`config.mk`:
```
export PLATFORM = sky130hd
export DESIGN_NAME = rrat_retire_flat
export DESIGN_NICKNAME = d
export VERILOG_FILES = /design/src/rtl/rrat_retire_if.sv /design/src/rtl/rrat_retire.sv /design/src/flat_wrapper.sv
export SDC_FILE = /design/constraint.sdc
export NUM_CORES = 1
export LEC_CHECK = 0
export ABC_AREA = 1
export BUFFER_PORTS_ARGS = -buffer_cell sky130_fd_sc_hd__buf_2
export CAP_MARGIN = 20
export CORE_MARGIN = 10
export CORE_UTILIZATION = 55
export DETAILED_ROUTE_END_ITERATION = 7
export PLACE_DENSITY_LB_ADDON = 0.25
export SLEW_MARGIN = 30
export SYNTH_ARGS = -nofsm -noshare
export SYNTH_HDL_FRONTEND = slang
export SYNTH_SLANG_ARGS = --single-unit
```
`constraint.sdc`:
```
create_clock -name clk -period 8.1 [get_ports clk]
set_input_delay 0.81 -clock clk [delete_from_list [all_inputs] [get_ports clk]]
set_output_delay 0.81 -clock clk [all_outputs]
set_load 0.03 [all_outputs]
```
`src/rtl/rrat_retire_if.sv`:
```
// Commit/freelist bundle for the retirement RAT.
// master: ROB + Freelist side; slave: rrat_retire.
//   commit_valid/rd/pd -> ; commit_ready <-
//   free_full -> ; free_enq/free_pd <- ; recover_free_list_head <-
//   rrat_map <- (entry i at [i*PW +: PW])
interface rrat_retire_if #(
    parameter int ARCH_REG_NUM = 32,
    parameter int P_REG_NUM    = 64,
    parameter int FL_DEPTH     = 32
);
    localparam int PW = $clog2(P_REG_NUM);
    localparam int HW = $clog2(FL_DEPTH) + 1;

    logic                      commit_valid;
    logic [4:0]                commit_rd;
    logic [PW-1:0]             commit_pd;
    logic                      commit_ready;
    logic                      free_full;
    logic                      free_enq;
    logic [PW-1:0]             free_pd;
    logic [HW-1:0]             recover_free_list_head;
    logic [ARCH_REG_NUM*PW-1:0] rrat_map;

    modport master (
        output commit_valid, commit_rd, commit_pd, free_full,
        input  commit_ready, free_enq, free_pd,
        input  recover_free_list_head, rrat_map
    );

    modport slave (
        input  commit_valid, commit_rd, commit_pd, free_full,
        output commit_ready, free_enq, free_pd,
        output recover_free_list_head, rrat_map
    );
endinterface

```
`src/rtl/rrat_retire.sv`:
```
// Retirement RAT: records committed arch->phys maps, frees the
// previous mapping into the Freelist, tracks committed FL head.
// Ports: clk, rst (async, active-high), rr (rrat_retire_if.slave).
module rrat_retire #(
    parameter int ARCH_REG_NUM = 32,
    parameter int P_REG_NUM    = 64,
    parameter int FL_DEPTH     = 32
) (
    input  logic clk,
    input  logic rst,
    rrat_retire_if.slave rr
);
    localparam int PW = $clog2(P_REG_NUM);
    localparam int HW = $clog2(FL_DEPTH) + 1;
    localparam int AW = $clog2(ARCH_REG_NUM);

    logic [PW-1:0] r_map [ARCH_REG_NUM];
    logic          r_enq;
    logic [PW-1:0] r_pd;
    logic [HW-1:0] r_head;

    logic          w_ready;
    logic          w_fire;
    logic          w_wr;
    logic [AW-1:0] w_rd;

    assign w_ready = ~rr.free_full;
    assign w_fire  = rr.commit_valid & w_ready;
    assign w_rd    = AW'(rr.commit_rd);
    // x0 is never renamed, so a commit to it only retires.
    assign w_wr    = w_fire & (w_rd != '0);

    always_ff @(posedge clk or posedge rst) begin
        if (rst) begin
            for (int i = 0; i < ARCH_REG_NUM; i++)
                r_map[i] <= PW'(i);
            r_enq  <= 1'b0;
            r_pd   <= '0;
            // Freelist resets with all FL_DEPTH entries free.
            r_head <= {1'b1, {(HW-1){1'b0}}};
        end else begin
            r_enq <= w_wr;
            if (w_wr) begin
                r_pd        <= r_map[w_rd];
                r_map[w_rd] <= rr.commit_pd;
                r_head      <= r_head + HW'(1);
            end
        end
    end

    assign rr.commit_ready = w_ready;
    assign rr.free_enq     = r_enq;
    assign rr.free_pd      = r_pd;

    // Bypass the in-flight commit so a coincident flush sees it.
    assign rr.recover_free_list_head = r_head + HW'(w_wr);

    always_comb begin
        rr.rrat_map = '0;
        for (int i = 0; i < ARCH_REG_NUM; i++) begin
            if (w_wr && (w_rd == AW'(i)))
                rr.rrat_map[i*PW +: PW] = rr.commit_pd;
            else
                rr.rrat_map[i*PW +: PW] = r_map[i];
        end
    end
endmodule

```
`src/flat_wrapper.sv`:
```
// flat-port wrapper written by rule: the top's interface ports become plain ports
module rrat_retire_flat 
#(
    parameter int ARCH_REG_NUM = 32,
    parameter int P_REG_NUM    = 64,
    parameter int FL_DEPTH     = 32
)
  (clk, rst, rr_commit_valid, rr_commit_rd, rr_commit_pd, rr_free_full, rr_commit_ready, rr_free_enq, rr_free_pd, rr_recover_free_list_head, rr_rrat_map);
  rrat_retire_if #(.ARCH_REG_NUM(ARCH_REG_NUM), .P_REG_NUM(P_REG_NUM), .FL_DEPTH(FL_DEPTH)) rr_i ();
  input  logic clk;
  input  logic rst;
  input wire logic [$bits(rr_i.commit_valid)-1:0] rr_commit_valid;
  input wire logic [$bits(rr_i.commit_rd)-1:0] rr_commit_rd;
  input wire logic [$bits(rr_i.commit_pd)-1:0] rr_commit_pd;
  input wire logic [$bits(rr_i.free_full)-1:0] rr_free_full;
  output wire logic [$bits(rr_i.commit_ready)-1:0] rr_commit_ready;
  output wire logic [$bits(rr_i.free_enq)-1:0] rr_free_enq;
  output wire logic [$bits(rr_i.free_pd)-1:0] rr_free_pd;
  output wire logic [$bits(rr_i.recover_free_list_head)-1:0] rr_recover_free_list_head;
  output wire logic [$bits(rr_i.rrat_map)-1:0] rr_rrat_map;
  assign rr_i.commit_valid = rr_commit_valid;
  assign rr_i.commit_rd = rr_commit_rd;
  assign rr_i.commit_pd = rr_commit_pd;
  assign rr_i.free_full = rr_free_full;
  assign rr_commit_ready = rr_i.commit_ready;
  assign rr_free_enq = rr_i.free_enq;
  assign rr_free_pd = rr_i.free_pd;
  assign rr_recover_free_list_head = rr_i.recover_free_list_head;
  assign rr_rrat_map = rr_i.rrat_map;
  rrat_retire #(.ARCH_REG_NUM(ARCH_REG_NUM), .P_REG_NUM(P_REG_NUM), .FL_DEPTH(FL_DEPTH)) u_core (.clk(clk), .rst(rst), .rr(rr_i));
endmodule
```
==> impl_metrics.ini <==
[setup_path]
critical_path_class = in2out
worst_setup_path_start_kind = input pin
crit_path_end_kind = output pin
critical_path_arrival_ns = 3.98
crit_fanout = 45
required_ns = 7.29

[synthesis]
synth_edf_count = 0
synth_flop_cell = dfrtp_1
ys_ff_latch = 205
synthTopCellsByArea = dfrtp_1 (29%), nand2_1 (22%), dfstp_2 (20%), o21ai_1 (14%), o21ai_0 (3.2%)
synth_top_area_share_pct = 28.61
netlist_area_sq_um = 10840
ys_warn_count = 0
yosys.area.top_type = dfrtp_1
syn_nets = 1502
async_flop_share_pct = 100.0
synthDistinctLibCells = 28
netlist_instances = 1484
syn_area_per_cell_sq_um = 7.307
ys_seq_area_share_pct = 48.24

[routing]
first_iter_violations = 951
drtPass1Iterations = 6
drtAntennaViolNets = 0
routedWlPerCell_um = 18.19
viasPerCell = 5.607
route.vias.total = 10660
routed_wl_mm = 34.58
route.detailed.drc = 0

[grt]
grt_use_total_pct = 25.66
grt_use_met1_pct = 35.07
busiest_layer = met2
grt-ovfl-total = 0
use_met2_pct = 40.77
grt_pass1_vias = 10090
antenna_found_initial = 2
grt_pass1_wl_mm = 54.40
grt_max_degree = 129
grt_use_met3_pct = 4.806

[sta]
hold_viol = 0
clock_skew_ns = 0.01333
drv_slew = 0
final.setup.tns_ns = 0
tightestPinTransition_ns = 1.001
hold_slack_ns = 0.4020
timing.final.crit_period_ns = 4.787
grt_setup_unrepaired = no
fmax_ghz = 0.2089
min_period_over_period_pct = 59.10
setup_violations = 0
slew_headroom_pct = 33.18

[place]
placed_cell_area_sq_um = 11830
gp_congestion = 0.9335
numPortBuffers = 220
dp.cells = 1858
dpl.hpwl_mm = 23.15

[run]
maxCapViolCount = 0

[finish]
finish.utilization_pct = 64.76
seqCellArea_sq_um = 5231
nets = 1636
final_cells = 1901
multi_input_area_sq_um = 4975
fill_cells = 1794
area_delta_synth_final_pct = 15.84
drive_above_1_share_pct = 23.44
post-route-cell-area_sq_um = 12560

[clocking]
clkSlewWorstSetupHoldPaths_ns = 0.06
clock-sinks = 205
ctsResizeCount = 0
cts_tree = built
cts_hold_repair.buffers = 0
clk_path_buf_depth = 3
root_buffer = clkbuf_16
postCtsSetupRepairBufs = 0
clk_latency_ns = 0.52
cts_max_level = 1
numCtsBuffers = 23

[outcome]
status = finished, final reports clean

[power]
p_per_area_nw_per_um2 = 257.6
leakagePower_nw = 6.554
vdd_drop_max_mv = 0.1736

[die]
start_util_pct = 55.90
core-area_sq_um = 19400
dieArea_sq_um = 25730
ios = 221
die_h_um = 160.4
rows = 51
die_w_um = 160.4

[worst_hold_path]
hp-class = reg2reg
-- power by group --
part / internal (W) / leakage (nW) / switching [W]
clock: 0.000586 / 0.357 / 0.000415
combinational: 0.000253 / 3.71 / 0.000685
sequential: 0.00121 / 2.48 / 0.0000913
-- synth_stat cells (2+ instances only) --
library cell,n
nand2_1,643
o21ai_1,314
dfrtp_1,124
clkbuf_1,90
dfstp_2,81
o21ai_0,70
nand3_1,38
nor2_1,20
inv_1,18
buf_4,14
inv_2,10
nand2_4,10
buf_1,8
nand4_1,7
xor2_1,7
buf_2,6
nand2_2,6
a21oi_1,4
ha_1,3
nor2_2,2
xnor2_1,2
-- cell type report --
type	count	share of cell area [%]
inverters	30	0.9960
diodes	2	0.03984
clock inverters	5	0.2191
multi-input cells	1129	39.60
well taps	265	2.639
flip-flops and latches	205	41.64
repair buffers	229	9.333
clock buffers	36	5.528
-- metrics by stage --
stage | setup slack (ns) | total power, W
6_report | 3.313 | 0.003236
5_1_grt | 3.096 | 0.003385
4_1_cts | 3.355 | 0.003252
3_5_place_dp | 3.360 | 0.002248
3_3_place_gp | 3.420 | 0.002234
2_1_floorplan | 1.828 | 0.001960
-- metal layers --
metal / wire (um) / part of all wire [%] / vias up
li1: - / - / 5123
met1: 15220 / 44 / 5010
met2: 15890 / 46 / 455
met3: 2534 / 7.3 / 71
met4: 933 / 2.7 / 0
met5: 0 / 0 / -
-- registers in the layout, summed over array words and instances (netlist names) --
name and count:
u_core.r_head 6, u_core.rr.free_enq 1, u_core.r_map 192, u_core.rr.free_pd 6
-- kinds of logic (layout without fill, tap and decap cells) --
logic type	Yosys count	in the layout	share of synthesized area, %
and+or+nand+nor	729	729	26.84
AOI/OAI and AO/OA	388	388	17.91
DFF	205	205	48.24
buffers and inverters	150	300	5.942
xor gates and xnor gates	9	9	0.7269
adders and majority gates	3	3	0.3462
other	0	2	0
-- final timing paths --
kind                                               start                                to  slack [ns]  cells after the start
max                                      rr_commit_rd[0]                   rr_rrat_map[91]        3.31                     11
min                        u_core.r_map[187]$_DFFE_PP0P_     u_core.r_map[187]$_DFFE_PP0P_        0.40                      0
max reg2reg                  u_core.r_map[8]$_DFFE_PP1P_  u_core.rr.free_pd[2]$_DFFE_PP0N_        6.77                      8
min reg2reg                u_core.r_map[187]$_DFFE_PP0P_     u_core.r_map[187]$_DFFE_PP0P_        0.40                      0
min in group asynchronous                            rst     u_core.r_map[102]$_DFFE_PP0P_        0.47                      2
max in group asynchronous                            rst      u_core.r_map[17]$_DFFE_PP0P_        6.44                      3
-- worst max-delay path: stages --
cell     delay [ns]
buf_2          0.67
nor2_2         0.35
nand3_2        0.17
nand2_2        0.18
inv_4          0.14
nand2_1        0.06
inv_2          0.49
nand2_1        0.55
nand2_1        0.21
o21ai_1        0.08
buf_2          0.21
-- placed cells by master (no fill, tap or decap), types with 7 or more instances in the layout --
cell and n:
buf_4 8, inv_2 15, nor2_1 20, nand4_1 7
o21ai_1 314, nand2_4 10, nand3_1 38, clkbuf_8 7
clkbuf_16 23, dfrtp_1 124, dfstp_2 81, nand2_1 643
inv_1 11, buf_2 220, xor2_1 7, o21ai_0 70
Note: power is estimated with default switching activity, not from simulation.
